--- config.mk ---
export PLATFORM = sky130hd
export DESIGN_NAME = updown_counter_param
export DESIGN_NICKNAME = d
export VERILOG_FILES = /design/src/rtl/updown_counter_param.sv
export SDC_FILE = /design/constraint.sdc
export NUM_CORES = 1
export LEC_CHECK = 0
export ABC_AREA = 1
export CAP_MARGIN = 20
export CORE_UTILIZATION = 50
export CTS_BUF_LIST = sky130_fd_sc_hd__clkbuf_8
export DETAILED_ROUTE_END_ITERATION = 7
export PLACE_DENSITY = 0.81
export SYNTH_ARGS = -nofsm -noshare
export SYNTH_HDL_FRONTEND = slang
export SYNTH_SLANG_ARGS = --single-unit
--- constraint.sdc ---
create_clock -name clk_pad -period 4 [get_ports clk_pad]
set_input_delay 0.4 -clock clk_pad [delete_from_list [all_inputs] [get_ports clk_pad]]
set_output_delay 0.4 -clock clk_pad [all_outputs]
set_load 0.01 [all_outputs]
--- src/rtl/updown_counter_param.sv ---
// Parametrised up/down counter: sync clear, parallel load, runtime modulus limit, wrap or saturate.
// One-clock latency to cnt/tc/zero, all outputs registered; no backpressure, one action per edge.
module updown_counter_param #(
  parameter int WIDTH    = 16,
  parameter int SATURATE = 0,
  parameter int UP_RESET = 0
) (
  input  logic             clk_pad,
  input  logic             rst_pad,
  input  logic             clr_pad,
  input  logic             load_pad,
  input  logic             en_pad,
  input  logic             dir_pad,
  input  logic [WIDTH-1:0] din_pad,
  input  logic [WIDTH-1:0] limit_pad,
  output logic [WIDTH-1:0] cnt_pad,
  output logic             tc_pad,
  output logic             zero_pad
);

  localparam logic UP_LVL = (UP_RESET == 0) ? 1'b1 : 1'b0;
  localparam bit   SAT    = (SATURATE != 0);

  logic             count_up;
  logic [WIDTH-1:0] next_cnt;
  logic             next_tc;

  assign count_up = (dir_pad == UP_LVL);

  // Out-of-range values (cnt > limit) count as an up boundary but decrement normally.
  always_comb begin
    next_cnt = cnt_pad;
    next_tc  = 1'b0;
    if (clr_pad) begin
      next_cnt = '0;
    end else if (load_pad) begin
      next_cnt = din_pad;
    end else if (en_pad) begin
      if (count_up) begin
        if (cnt_pad >= limit_pad) begin
          next_tc  = 1'b1;
          next_cnt = SAT ? cnt_pad : '0;
        end else begin
          next_cnt = cnt_pad + 1'b1;
        end
      end else begin
        if (cnt_pad == '0) begin
          next_tc  = 1'b1;
          next_cnt = SAT ? '0 : limit_pad;
        end else begin
          next_cnt = cnt_pad - 1'b1;
        end
      end
    end
  end

  always_ff @(posedge clk_pad or posedge rst_pad) begin
    if (rst_pad) begin
      cnt_pad  <= '0;
      tc_pad   <= 1'b0;
      zero_pad <= 1'b1;
    end else begin
      cnt_pad  <= next_cnt;
      tc_pad   <= next_tc;
      zero_pad <= (next_cnt == '0);
    end
  end

endmodule

== Yosys cells after proc, flatten, opt, wreduce, memory -nomap -nowiden ==
Cells that the tools add are included.

* Register bits: 18
* Input port bits: 38
* Output and inout port bits: 18
* Word-level logic and storage cells: 20

* $add $sub $neg: 2
* Magnitude comparators: 1
* Mux-type cells: 12
* Reductions and logical operators: 2

{| class="wikitable"
|+ Operator list
! kind !! count
|-
| $mux 16 || 6
|-
| $logic_not 16->1 || 2
|-
| $add 16x1->16 const B || 1
|-
| $ge 16x16->1 || 1
|-
| $sub 16x1->16 const B || 1
|-
| $mux 1 || 6
|}

== Longest topological paths before layout ==
Gate-level depths: netlist of run 1.

* Word-level depth: 7
* Gate-level depth with buffers: 19
* Gate-level depth less buffers: 19

== Worst setup path before layout of run 1 ==
Ideal clock, no wire load.

* Path kind: register to register
* From: register cnt_pad[0]
* To: register zero_pad
* Library setup time: 0.074 ns
* Arrival time: 1.965 ns
* Setup slack: 1.962 ns
* Cell stages (with the launch flop): 17
* Clock period less this slack: 2.038 ns
* Cell sequence: dfrtp_1 -> inv_1 -> ha_1 -> nand4_1 -> nor2_1 -> nor2_1 -> nand2_1 -> nand2_1 -> nand2_1 -> a21oi_1 -> nand2_1 -> nand2_1 -> nand2_2 -> nand2_2 -> nor2_2 -> nand2_1 -> nor2_1

* Longest elaborated chain between the ends: 7

{| class="wikitable"
|+ Ends and longest elaborated chain
! element !! line !! source
|-
| start, declared || 16 || <nowiki>output logic [WIDTH-1:0] cnt_pad,</nowiki>
|-
| start signal, assigned || 63 || <nowiki>cnt_pad <= next_cnt;</nowiki>
|-
| $sub 16x1->16 (tied with other cells) || 51 || <nowiki>next_cnt = cnt_pad - 1'b1;</nowiki>
|-
| $mux 16 (on tied branches) || 47, 40 ||
|-
| $mux 16 || 39 || <nowiki>if (count_up) begin</nowiki>
|-
| $mux 16 (*) || 38 || <nowiki>end else if (en_pad) begin</nowiki>
|-
| $mux 16 (*) || 36 || <nowiki>end else if (load_pad) begin</nowiki>
|-
| $mux 16 (*) || 34 || <nowiki>if (clr_pad) begin</nowiki>
|-
| $logic_not 16->1 (*) || 65 || <nowiki>zero_pad <= (next_cnt == '0);</nowiki>
|-
| end signal, assigned || 65 ||
|-
| end, declared || 18 || <nowiki>output logic zero_pad</nowiki>
|}

Mark *: on every way between the ends. The rest lies on a longest branch, timed or not.

== Final worst setup path of run 1 ==
* From: register cnt_pad[2]
* To: register zero_pad

Same word-level chain as after synthesis.

==> results.md, run 1 <==
Drt:
- The starting DRC count in detailed routing is 296.
- Dividing the detail-routed wire length by the instance count gives 13.3 um.
- The via count is 3,076.
- The count of nets left with antenna violations after detail routing is 0.
- The final layout contains routed wiring with a total length of 7850 um.
- The post-detailed-route via-to-cell ratio is 5.22.
- The post-route DRC violation count is 0.
- The total iterations of the first detailed-routing run is 4.

Setup path:
- The master of the slowest instance on the critical path is sky130_fd_sc_hd__dfrtp_1.
- Of all nets on the critical path, the largest fanout is 11.
- The maximum single-stage delay on the critical path is 710 ps.
- The worst register-to-register path begins at cnt_pad[2].
- The worst flop-to-flop path endpoint is zero_pad.
- Across all register-to-register paths, the minimum setup slack is 1440 ps.
- The arrival time reported for the critical path endpoint is 2760 ps.
- The required time at the worst-slack endpoint is 4200 ps.
- The worst path buffer plus inverter count is 1.
- The worst setup path startpoint is cnt_pad[2].
- The cell repeated most along the worst path is sky130_fd_sc_hd__nand2_1.
- The signal on the critical path passes through ha_1 -> nand2_1 -> inv_1 -> nand2_1 -> nand2_1 -> nand2_1 -> nand2_1 -> nand2_1 -> nand2_1 -> a21oi_1 -> nand2_1 -> nand2_1 -> nand2_1 -> nand2_1 -> nor2_1 -> nand2_1 -> nor2_1.
- The endpoint type of the worst setup path is a register.
- The number of cells on the worst reg-to-reg path is 17.
- STA classifies the critical path startpoint as a register.
- The category of the most critical setup path is register to register.
- Among cell families on the critical path, the largest total delay comes from simple AND/OR/NAND/NOR gates.

Clock tree:
- The clock reaches the later pin of the worst-skew pair after 260 ps.
- The tree is rooted in a sky130_fd_sc_hd__clkbuf_8.
- The setup fix buffers added after clock tree synthesis is 0.
- After clock tree synthesis, the clock-pin slew on the worst setup and hold paths is 70 ps.
- In this run the number of H-tree levels came out at 1.
- The largest buffer count on any clock path is 2.
- The count of instances resized after the clock tree is built is 0.
- The number of sinks on the clock net is 18.
- The clock buffer count from CTS is 3.
- The CTS tree is yes.
- The quantity of hold-fixing buffers added after cts is 0.

Floorplanning:
- The area of the core region is 5200 um^2.
- The initial utilization of the core area, before any placement, comes to 0.526.
- In this run the horizontal extent of the chip is 76.0 um.
- The floorplan row count is 26.
- The count of boundary I/O pins is 56.
- In this run the vertical extent of the chip is 76.0 um.
- The overall die area is 5770 um^2.

Pwr:
- The total power is 0.716 mW.
- The internal power contribution is 0.412 mW.
- In this run the static leakage power is 1.75 nW.
- The combinational fraction of design power is 0.479.
- Summed over all nets, the switching power comes to 0.304 mW.
- The power per unit of standard cell area is 216 nW/um^2.
- The switching part of the total power is 0.424.
- The highest ir drop seen on vdd is 233 uV.
- The share of total power in sequential cells is 0.338.
- The share of power burned in the clock network is 0.183.

GRT:
- Entering global routing, the biggest net connects 22 pins.
- The wire length of the first global-routing pass is 13,100 um.
- The remaining global-route overflow is 0.
- The number of global-route vias before repair is 2,839.
- Across every metal layer, demand over resource in global routing totals 0.281.
- The number of antenna violations at the first check in global routing was 0.

Finish:
- The final-layout fill cell count is 502.
- Measured on the finished design, the core utilization comes to 0.636.
- The finished cells cover 3310 um^2.
- The final layout contains 577 nets.
- 0 antenna diodes ended up in the layout.
- The area growth from synthesis to layout is 21.0%.
- The finished layout holds 589 standard cells, fillers aside.
- Of the cells placed in the final design, the portion with a size suffix greater than 1 is 0.0636.

Timing:
- The count of final hold-check violations is 0.
- For the pin with the worst max-slew slack, the measured transition is 686 ps.
- In this run the tightest slew margin relative to its limit is 0.542.
- In the post-route analysis, the smallest setup slack over all paths is 1440 ps.
- Setup repair after global routing left no endpoint under its margin.
- In the finished design, the share of the clock period the worst path needs comes to 0.640.
- On the final layout, the worst hold slack is 536 ps.
- Between clock sinks in the finished design, the worst skew comes to 2.46 ps.
- Adding up every negative setup slack in the final design gives 0 ps.
- The routed design could run at a clock period as short as 2560 ps.
- The max-slew violation count is 0.
- Setup violations remaining at the end of the flow were counted as 0.
- The maximum frequency from static timing analysis is 390 MHz.

Outcome:
- The flow ran to the end, and the final reports show no timing, DRC or antenna violations.

Yosys:
- The number of different library cells used by synthesis comes to 32.
- The Yosys step of the flow raised 0 warnings.
- A synthesized cell averages 5.76 um^2.
- The synthesized instance count is 475.
- The number of nets produced by synthesis is 532.
- The flip-flop and latch count after synthesis is 18.
- The part of the Yosys area used for sequential elements is 0.165.
- The cell area that synthesis handed to floorplanning was 2740 um^2.

Placed design:
- Once placement completed, the tool counted placed cells totaling 585.
- The minimum setup slack after placement is 1200 ps.
- The sum of net half-perimeters after detailed placement is 6200 um.
- The count of input and output buffers is 55.
- The routability congestion estimate is 0.964.
- After detailed placement, the total cell area comes to 3270 um^2.

Flow run:
- The max-cap violation count is 0.

Min path:
- The path class of the tightest hold or removal check is input port to asynchronous set/reset pin.
==> metal layers <==
layer / up-vias / global-route usage / part of all wire
met4: 0 / 0.0923 / 0.019
li1: 1565 / - / -
met1: 1361 / 0.380 / 0.45
met2: 134 / 0.475 / 0.47
met5: - / 0 / 0
met3: 16 / 0.0204 / 0.063
==> cell usage after synthesis <==
master                     count  share of area
sky130_fd_sc_hd__nor2_2        4         0.0091
sky130_fd_sc_hd__xor2_1        9          0.029
sky130_fd_sc_hd__nand4_1       8          0.018
sky130_fd_sc_hd__o211ai_1      2         0.0055
sky130_fd_sc_hd__nor2_8        2          0.015
sky130_fd_sc_hd__clkbuf_1      5         0.0069
sky130_fd_sc_hd__a21o_1        1         0.0027
sky130_fd_sc_hd__o21ai_2       1         0.0032
sky130_fd_sc_hd__buf_2         3         0.0055
sky130_fd_sc_hd__nor2_1       72          0.099
sky130_fd_sc_hd__o21a_1        1         0.0027
sky130_fd_sc_hd__nor2_4        7          0.029
sky130_fd_sc_hd__o21ai_1       3         0.0055
sky130_fd_sc_hd__nand2_2       6          0.014
sky130_fd_sc_hd__clkinv_1      1         0.0014
sky130_fd_sc_hd__nor3_1        4         0.0073
sky130_fd_sc_hd__nand2_1     150           0.21
sky130_fd_sc_hd__or2_2         2         0.0046
sky130_fd_sc_hd__dfrtp_1      17           0.16
sky130_fd_sc_hd__dfstp_2       1         0.0096
sky130_fd_sc_hd__nand2_4       3          0.012
sky130_fd_sc_hd__nand3_2       1         0.0037
sky130_fd_sc_hd__a21oi_1      32          0.059
sky130_fd_sc_hd__inv_2         1         0.0014
sky130_fd_sc_hd__o21ai_0      12          0.022
sky130_fd_sc_hd__xnor2_1       2         0.0064
sky130_fd_sc_hd__nand3_1      33          0.060
sky130_fd_sc_hd__inv_1        64          0.088
sky130_fd_sc_hd__buf_6         6          0.025
sky130_fd_sc_hd__buf_4         2         0.0055
sky130_fd_sc_hd__ha_1         19          0.087
sky130_fd_sc_hd__inv_4         1         0.0023
==> kinds of logic (layout without fill, tap and decap cells) <==
family / count (synthesis) / count (layout) / share of synthesized area
buffers and inverters: 83 / 127 / 0.135
flip-flops: 18 / 18 / 0.165
adder cells (fa/ha/maj): 19 / 19 / 0.0869
XOR/XNOR: 11 / 11 / 0.0352
AO/OA/AOI/OAI: 52 / 52 / 0.100
AND/OR/NAND/NOR: 292 / 292 / 0.477
==> sequential cells by signal, indices dropped and copies added, names as in the netlist <==
signal,cells
zero_pad,1
cnt_pad,16
tc_pad,1
==> power groups by stage <==
stage / clock [mW] / sequential [mW] / combinational, mW
3_5_place_dp: 0 / 0.244 / 0.338
3_3_place_gp: 0 / 0.244 / 0.332
4_1_cts: 0.131 / 0.240 / 0.340
2_1_floorplan: 0 / 0.220 / 0.247
5_1_grt: 0.142 / 0.244 / 0.387
6_report: 0.131 / 0.242 / 0.343
==> cell type report <==
type                       instances  area (um^2)  area share
sequential                        18          452       0.136
timing repair buffer              56          558       0.169
multi-input combinational        374         1910       0.578
tap                               70         87.6      0.0265
inverter                          67          254      0.0767
clock inverter                     1         3.75     0.00113
clock buffer                       3         41.3      0.0125
==> layout by cell type, fill, tap and decap left out <==
cell and instances:
sky130_fd_sc_hd__a21o_1 1, sky130_fd_sc_hd__a21oi_1 32, sky130_fd_sc_hd__buf_4 1, sky130_fd_sc_hd__clkbuf_8 3, sky130_fd_sc_hd__clkdlybuf4s50_1 55, sky130_fd_sc_hd__clkinv_1 1
sky130_fd_sc_hd__dfrtp_1 17, sky130_fd_sc_hd__dfstp_2 1, sky130_fd_sc_hd__ha_1 19, sky130_fd_sc_hd__inv_1 65, sky130_fd_sc_hd__inv_2 1, sky130_fd_sc_hd__inv_4 1
sky130_fd_sc_hd__nand2_1 150, sky130_fd_sc_hd__nand2_2 6, sky130_fd_sc_hd__nand2_4 3, sky130_fd_sc_hd__nand3_1 33, sky130_fd_sc_hd__nand3_2 1, sky130_fd_sc_hd__nand4_1 8
sky130_fd_sc_hd__nor2_1 72, sky130_fd_sc_hd__nor2_2 4, sky130_fd_sc_hd__nor2_4 7, sky130_fd_sc_hd__nor2_8 2, sky130_fd_sc_hd__nor3_1 4, sky130_fd_sc_hd__o211ai_1 2
sky130_fd_sc_hd__o21a_1 1, sky130_fd_sc_hd__o21ai_0 12, sky130_fd_sc_hd__o21ai_1 3, sky130_fd_sc_hd__o21ai_2 1, sky130_fd_sc_hd__or2_2 2, sky130_fd_sc_hd__xnor2_1 2
sky130_fd_sc_hd__xor2_1 9
==> worst max-delay path by stage <==
stage	slack [ps]	to	depth (start not counted)
after global placement	1220	zero_pad	15
after detailed placement	1200	zero_pad	15
after global routing	1190	zero_pad	17
final	1440	zero_pad	17
after floorplan	1960	zero_pad	16
after CTS	1470	zero_pad	17
No activity file was read; power rests on OpenSTA's default activity.
==> run 2: changes to the inputs <==
--- a/config.mk
+++ b/config.mk
@@ -7,10 +7,10 @@
 export LEC_CHECK = 0
 export ABC_AREA = 1
 export CAP_MARGIN = 20
-export CORE_UTILIZATION = 50
+export CORE_UTILIZATION = 49
 export CTS_BUF_LIST = sky130_fd_sc_hd__clkbuf_8
 export DETAILED_ROUTE_END_ITERATION = 7
-export PLACE_DENSITY = 0.81
+export PLACE_DENSITY = 0.83
 export SYNTH_ARGS = -nofsm -noshare
 export SYNTH_HDL_FRONTEND = slang
 export SYNTH_SLANG_ARGS = --single-unit
==> constraint.sdc (replaced) <==
create_clock -name clk_pad -period 2.35 [get_ports clk_pad]
set_input_delay 0.235 -clock clk_pad [delete_from_list [all_inputs] [get_ports clk_pad]]
set_output_delay 0.235 -clock clk_pad [all_outputs]
set_load 0.01 [all_outputs]
==> run 2 against run 1 <==
Clock skew increased by 5.9 ps. Sequential share of layout area decreased by 1.3 points. Largest cell class unchanged. First-iteration DRC count increased by 22%. Cell count increased by 6.6%.
==> results.md, run 2 (synthesized netlist as in run 1, its figures left out) <==
Outcome:
- Outcome: completed (unchanged).

Placed design:
- The count of input and output buffers is 55 (unchanged).
- The post-placement cell area came to 3510 um^2 (was 3270 um^2).
- The routability congestion estimate is 0.922 (was 0.964).
- The number of cells after detailed placement is 618 (was 585).
- The minimum setup slack after placement is -197 ps (was 1200 ps).
- The sum of net half-perimeters after detailed placement is 7120 um (was 6200 um).

Clock tree:
- The largest buffer count on any clock path was 2 (unchanged).
- The clock slew seen by the registers of the worst setup and hold paths is 70 ps (about the same).
- The total number of H-tree levels is 1 (unchanged).
- The number of sinks on the clock net was 18 (unchanged).
- The later-pin clock latency in the skew report is 250 ps (was 260 ps).
- The clock buffer count from CTS was 3 (unchanged).
- The CTS tree is yes (unchanged).
- The root buffer selected by CTS was sky130_fd_sc_hd__clkbuf_8 (unchanged).

GRT:
- The remaining global-route overflow is 0 (unchanged).
- The aggregate global-route resource usage is 0.304 (was 0.281).
- The maximum number of pins on one net before global-route repair is 22 (unchanged).
- The number of global-route vias before repair is 3,179 (was 2,839).
- The number of antenna violations at the first check in global routing came to 0 (unchanged).
- The wire length of the first global-routing pass is 14,400 um (was 13,100 um).

Drt:
- The post-detailed-route via-to-cell ratio is 5.27 (was 5.22).
- The wire length after detailed routing was 8760 um (was 7850 um).
- The starting DRC count in detailed routing was 360 (was 296).
- The average wire length per cell after detail routing is 13.9 um (was 13.3 um).
- The total iterations of the first detailed-routing run came to 5 (was 4).
- The post-route DRC violation count came to 0 (unchanged).
- The count of nets left with antenna violations after detail routing is 0 (unchanged).
- The via count is 3,308 (was 3,076).

Floorplanning:
- The initial cell density of the core is 0.522 (was 0.526).
- The floorplan row count is 26 (unchanged).
- The die height is 76.7 um (was 76.0 um).
- The floorplan die width is 76.7 um (was 76.0 um).
- The overall die area is 5890 um^2 (was 5770 um^2).
- The area of the core region was 5240 um^2 (was 5200 um^2).
- The count of boundary I/O pins came to 56 (unchanged).

Finish:
- The register with the highest flop count is cnt_pad (unchanged).
- Top library cells by usage in the layout, fill and taps aside: sky130_fd_sc_hd__nand2_1, sky130_fd_sc_hd__nor2_1, sky130_fd_sc_hd__inv_1 (unchanged).
- The number of nets at the end of the flow is 616 (was 577).
- The post-layout instance area came to 3680 um^2 (was 3310 um^2).
- The area growth from synthesis to layout is 34.6% (was 21.0%).
- The count of inserted antenna diode cells is 0 (unchanged).
- Largest registers ranked by flip-flop count: cnt_pad x16, tc_pad x1, zero_pad x1 (unchanged).
- The leading cell type in the layout, fill and taps excluded is sky130_fd_sc_hd__nand2_1 (unchanged).
- The final instance count without filler cells is 628 (was 589).
- The number of flip-flops in the largest register came to 16 (unchanged).
- The end-of-flow core utilization is 0.703 (was 0.636).
- The layout cell share with drive strength beyond 1 is 0.161 (was 0.0636).

Setup path:
- The startpoint of the most critical register-to-register path is cnt_pad[1] (was cnt_pad[2]).
- The last element of the critical path is zero_pad (unchanged).
- The maximum fanout along the worst path was 7 (was 11).
- The endpoint type of the worst setup path is a register (unchanged).
- The worst flop-to-flop path endpoint is zero_pad (unchanged).
- The category of the most critical setup path is register to register (unchanged).
- The arrival time reported for the critical path endpoint is 2450 ps (was 2760 ps).
- The required time at the worst-slack endpoint was 2540 ps (was 4200 ps).
- The count of cells along the worst register-to-register path is 17 (unchanged).
- The sort of element at the start of the critical path was a register (unchanged).
- The worst setup path startpoint is cnt_pad[1] (was cnt_pad[2]).
- The slack of the worst reg-to-reg path came to 100 ps (was 1440 ps).

Timing:
- The transition time at the pin with the least slew margin is 691 ps (was 686 ps).
- The maximum frequency from static timing analysis came to 444 MHz (was 390 MHz).
- The count of final hold-check violations was 0 (unchanged).
- The max-slew violation count was 0 (unchanged).
- The final setup violation count is 0 (unchanged).
- Unrepaired setup endpoints after global routing: yes (was no).
- The share of the clock period used by the worst path after layout is 0.958 (was 0.640).
- The headroom to the max-slew limit was 0.539 (was 0.542).
- The post-layout worst setup margin is 97.8 ps (was 1440 ps).
- The largest clock skew in the final design is 8.35 ps (was 2.46 ps).
- The clock period minus final worst setup slack is 2250 ps (was 2560 ps).

Flow run:
- The max-cap violation count is 0 (unchanged).

Min path:
- The worst hold-check path type is input port to asynchronous set/reset pin (unchanged).

Pwr:
- The highest ir drop seen on vdd is 369 uV (was 233 uV).
- The static leakage power is 1.94 nW (was 1.75 nW).
- The power per unit of standard cell area was 365 nW/um^2 (was 216 nW/um^2).
- The total power came to 1.34 mW (was 0.716 mW).
run 2: cell count changes in the layout (fill, tap and decap cells not counted), moves of 4 or more:
cell                      delta
sky130_fd_sc_hd__buf_4      +37
sky130_fd_sc_hd__nand2_1     -6
sky130_fd_sc_hd__nand2_2     +6
sky130_fd_sc_hd__inv_1       -4
run 2: stage by stage:
step / TNS, ps / hold slack, ps
2_1_floorplan: 0 / 173
3_3_place_gp: -124 / 665
3_5_place_dp: -246 / 683
4_1_cts: 0 / 414
5_1_grt: -60.6 / 471
6_report: 0 / 388
run 2: worst min path at each step:
| stage | start | endpoint | slack [ps] | depth (start not counted) |
|---|---|---|---|---|
| after global placement | rst_pad | cnt_pad[14] | 670 | 2 |
| final | rst_pad | cnt_pad[0] | 390 | 2 |
| after detailed placement | rst_pad | cnt_pad[11] | 680 | 2 |
| after CTS | rst_pad | tc_pad | 410 | 2 |
| after floorplan | rst_pad | cnt_pad[0] | 170 | 1 |
| after global routing | rst_pad | cnt_pad[15] | 470 | 2 |
run 2: critical path: stages (launching register included):
cell and delay, ps:
sky130_fd_sc_hd__dfrtp_2 480, sky130_fd_sc_hd__inv_2 100, sky130_fd_sc_hd__ha_4 140, sky130_fd_sc_hd__inv_2 40
sky130_fd_sc_hd__nor2_2 80, sky130_fd_sc_hd__nand3_2 90, sky130_fd_sc_hd__nor2_4 180, sky130_fd_sc_hd__nand2_4 100
sky130_fd_sc_hd__buf_12 140, sky130_fd_sc_hd__nor2_4 150, sky130_fd_sc_hd__nand2_1 70, sky130_fd_sc_hd__nand3_1 100
sky130_fd_sc_hd__o21ai_1 100, sky130_fd_sc_hd__nand2_1 100, sky130_fd_sc_hd__nand2_1 60, sky130_fd_sc_hd__nor2_1 110
sky130_fd_sc_hd__nand2_1 60, sky130_fd_sc_hd__nor2_1 80
run 2: repair_timing:
item,CTS,global route
setup buffers,0,6
resized for setup,0,20
setup endpoints to repair,0,3
hold buffers,0,0
run 2: layout make-up:
| type | count | area, um^2 |
|---|---|---|
| inverters | 67 | 254 |
| fillers | 474 | 1560 |
| well taps | 70 | 87.6 |
| flip-flops and latches | 18 | 455 |
| multi-input cells | 374 | 1960 |
| clock buffers | 4 | 55.1 |
| repair buffers | 95 | 867 |
run 2: routing by layer:
metal  track usage  vias to the layer above  routed length [um]
li1              -                     1643                   -
met1         0.402                     1483                3790
met2         0.521                      164                4190
met3        0.0226                       18                 625
met4        0.0942                        0                 161
met5             0                        -                   0
run 2: where the power goes:
part | total, mW | switching (mW) | leakage, nW | internal, mW
sequential | 0.373 | 0.0401 | 0.227 | 0.333
combinational | 0.722 | 0.405 | 1.69 | 0.317
clock | 0.250 | 0.101 | 0.0288 | 0.149
==> run 3: changes to the inputs <==
--- a/config.mk
+++ b/config.mk
@@ -6,11 +6,11 @@
 export NUM_CORES = 1
 export LEC_CHECK = 0
 export ABC_AREA = 1
-export CAP_MARGIN = 20
 export CORE_UTILIZATION = 49
 export CTS_BUF_LIST = sky130_fd_sc_hd__clkbuf_8
 export DETAILED_ROUTE_END_ITERATION = 7
 export PLACE_DENSITY = 0.83
+export RECOVER_POWER = 50
 export SYNTH_ARGS = -nofsm -noshare
 export SYNTH_HDL_FRONTEND = slang
 export SYNTH_SLANG_ARGS = --single-unit
==> run 3 against run 2 <==
Largest power group unchanged. Clock-buffer cell count unchanged. Clock skew about the same. Worst hold slack improved by 140 ps. Global-route usage unchanged. Critical endpoint unchanged. Flip-flop and latch count unchanged. Total power about the same. Routed wire length increased by 0.23%. Non-clock buffer count unchanged. Largest cell class unchanged.
==> results.md, run 3 (synthesized netlist as in run 1, its figures left out) <==
Outcome:
- Outcome: completed (unchanged).

Setup path:
- The arrival time reported for the critical path endpoint came to 2450 ps (about the same).
- The sort of element at the start of the critical path is a register (unchanged).
- The startpoint of the most critical register-to-register path is cnt_pad[1] (unchanged).
- The required time at the worst-slack endpoint is 2540 ps (about the same).
- The worst setup path startpoint is cnt_pad[1] (unchanged).
- The endpoint type of the worst setup path is a register (unchanged).
- The category of the most critical setup path is register to register (unchanged).
- The maximum fanout along the worst path is 7 (unchanged).

Clock tree:
- The CTS tree is yes (unchanged).
- The largest buffer count on any clock path was 2 (unchanged).
- The quantity of hold-fixing buffers added after cts is 0 (unchanged).
- The number of sinks on the clock net is 18 (unchanged).
- The clock slew seen by the registers of the worst setup and hold paths was 70 ps (about the same).
- The later-pin clock latency in the skew report is 250 ps (about the same).
- The root buffer selected by CTS is sky130_fd_sc_hd__clkbuf_8 (unchanged).
- The clock buffer count from CTS is 3 (unchanged).
- The total number of H-tree levels is 1 (unchanged).

GRT:
- The aggregate global-route resource usage is 0.304 (unchanged).
- The wire length of the first global-routing pass is 14,400 um (unchanged).
- The maximum number of pins on one net before global-route repair was 22 (unchanged).
- The remaining global-route overflow is 0 (unchanged).
- The number of global-route vias before repair is 3,179 (unchanged).
- The number of antenna violations at the first check in global routing is 0 (unchanged).

Timing:
- The largest clock skew in the final design was 8.35 ps (about the same).
- The clock period minus final worst setup slack was 2260 ps (was 2250 ps).
- The count of final hold-check violations is 0 (unchanged).
- The maximum frequency from static timing analysis was 443 MHz (was 444 MHz).
- The headroom to the max-slew limit is 0.539 (about the same).
- Unrepaired setup endpoints after global routing: yes (unchanged).
- The final setup violation count is 0 (unchanged).
- The max-slew violation count was 0 (unchanged).
- The post-layout worst setup margin is 93.0 ps (was 97.8 ps).
- The share of the clock period used by the worst path after layout was 0.960 (was 0.958).
- The transition time at the pin with the least slew margin is 691 ps (about the same).

Finish:
- The count of inserted antenna diode cells is 0 (unchanged).
- The final-layout fill cell count was 474 (unchanged).
- The number of nets at the end of the flow is 616 (unchanged).
- The number of flip-flops in the largest register is 16 (unchanged).
- The area growth from synthesis to layout is 34.6% (unchanged).
- Largest registers ranked by flip-flop count: cnt_pad x16, tc_pad x1, zero_pad x1 (unchanged).
- The register with the highest flop count was cnt_pad (unchanged).
- The end-of-flow core utilization came to 0.703 (unchanged).
- The layout cell share with drive strength beyond 1 came to 0.161 (unchanged).
- The leading cell type in the layout, fill and taps excluded is sky130_fd_sc_hd__nand2_1 (unchanged).
- Top library cells by usage in the layout, fill and taps aside: sky130_fd_sc_hd__nand2_1, sky130_fd_sc_hd__nor2_1, sky130_fd_sc_hd__inv_1 (unchanged).

Drt:
- The average wire length per cell after detail routing is 14.0 um (was 13.9 um).
- The via count is 3,319 (was 3,308).
- The post-detailed-route via-to-cell ratio is 5.29 (was 5.27).
- The total iterations of the first detailed-routing run is 5 (unchanged).
- The starting DRC count in detailed routing is 360 (unchanged).
- The count of nets left with antenna violations after detail routing came to 0 (unchanged).
- The wire length after detailed routing is 8780 um (was 8760 um).
- The post-route DRC violation count is 0 (unchanged).

Pwr:
- The internal power contribution is 0.797 mW (was 0.798 mW).
- The switching power total is 0.547 mW (about the same).
- The share of power burned in the clock network is 0.186 (about the same).
- The switching part of the total power is 0.407 (about the same).
- The combinational fraction of design power is 0.537 (about the same).
- The power per unit of standard cell area is 365 nW/um^2 (about the same).
- The static leakage power is 1.95 nW (was 1.94 nW).
- The highest ir drop seen on vdd came to 369 uV (about the same).
- The share of total power in sequential cells was 0.277 (about the same).

Floorplanning:
- The floorplan die width is 76.7 um (unchanged).
- The count of boundary I/O pins is 56 (unchanged).
- The overall die area is 5890 um^2 (unchanged).
- The die height came to 76.7 um (unchanged).
- The floorplan row count is 26 (unchanged).
- The initial cell density of the core is 0.522 (unchanged).
- The area of the core region is 5240 um^2 (unchanged).

Placed design:
- The sum of net half-perimeters after detailed placement is 7120 um (unchanged).
- The count of input and output buffers is 55 (unchanged).
- The minimum setup slack after placement is -197 ps (unchanged).
- The routability congestion estimate is 0.922 (unchanged).

Flow run:
- The max-cap violation count is 0 (unchanged).

Min path:
- The worst hold-check path type is input port to asynchronous set/reset pin (unchanged).
## run 3: cell types whose count changed in the layout (fill, tap and decap cells not counted), sizes merged
cell / change
clkdlybuf4s50: -4
dlygate4sd3: +4
## run 3: power groups by stage
stage	sequential (mW)	clock (mW)	combinational [mW]
floorplan	0.374	0	0.420
global placement	0.374	0	0.665
detailed placement	0.375	0	0.684
CTS	0.369	0.251	0.688
global route	0.374	0.263	0.795
finish	0.373	0.250	0.721
## run 3: final timing paths
check | to | slack (ps) | depth (start not counted)
max in group asynchronous | cnt_pad[11] | 1340 | 2
setup / recovery | zero_pad | 90 | 17
hold reg to reg | cnt_pad[4] | 790 | 4
min in group clk_pad | cnt_pad[4] | 680 | 5
setup reg to reg | zero_pad | 90 | 17
hold / removal | cnt_pad[0] | 530 | 2
## run 3: layout make-up
class / count / area, um^2 / share of cell area
clock buffers: 4 / 55.1 / 0.0150
inverters: 67 / 254 / 0.0690
multi-input cells: 374 / 1960 / 0.533
flip-flops and latches: 18 / 455 / 0.124
well taps: 70 / 87.6 / 0.0238
repair buffers: 95 / 867 / 0.235
## run 3: critical path, stage by stage, from the launching register on
cell	delay [ps]
sky130_fd_sc_hd__dfrtp_2	480
sky130_fd_sc_hd__inv_2	110
sky130_fd_sc_hd__ha_4	140
sky130_fd_sc_hd__inv_2	40
sky130_fd_sc_hd__nor2_2	80
sky130_fd_sc_hd__nand3_2	90
sky130_fd_sc_hd__nor2_4	180
sky130_fd_sc_hd__nand2_4	100
sky130_fd_sc_hd__buf_12	140
sky130_fd_sc_hd__nor2_4	150
sky130_fd_sc_hd__nand2_1	70
sky130_fd_sc_hd__nand3_1	100
sky130_fd_sc_hd__o21ai_1	100
sky130_fd_sc_hd__nand2_1	100
sky130_fd_sc_hd__nand2_1	60
sky130_fd_sc_hd__nor2_1	110
sky130_fd_sc_hd__nand2_1	60
sky130_fd_sc_hd__nor2_1	80
## run 3: routing by layer
metal  global-route usage  up-vias  wire length [um]
met4               0.0942        0               163
li1                     -     1644                 -
met3               0.0226       19               651
met1                0.402     1487              3760
met5                    0        -                 0
met2                0.521      169              4200
## run 3: through the flow
step | instances | setup TNS [ps] | total power [mW] | hold slack (ps) | area, um^2
2_1_floorplan | 475 | 0 | 0.794 | 173 | 2740
3_3_place_gp | 618 | -124 | 1.04 | 665 | 3510
3_5_place_dp | 618 | -246 | 1.06 | 683 | 3510
4_1_cts | 622 | 0 | 1.31 | 414 | 3570
5_1_grt | 628 | -60.6 | 1.43 | 604 | 3680
6_report | 628 | 0 | 1.34 | 525 | 3680
## run 3: timing repair
item,CTS,global route
setup endpoints to repair,0,3
gates resized for setup,0,20
buffers inserted,0,6
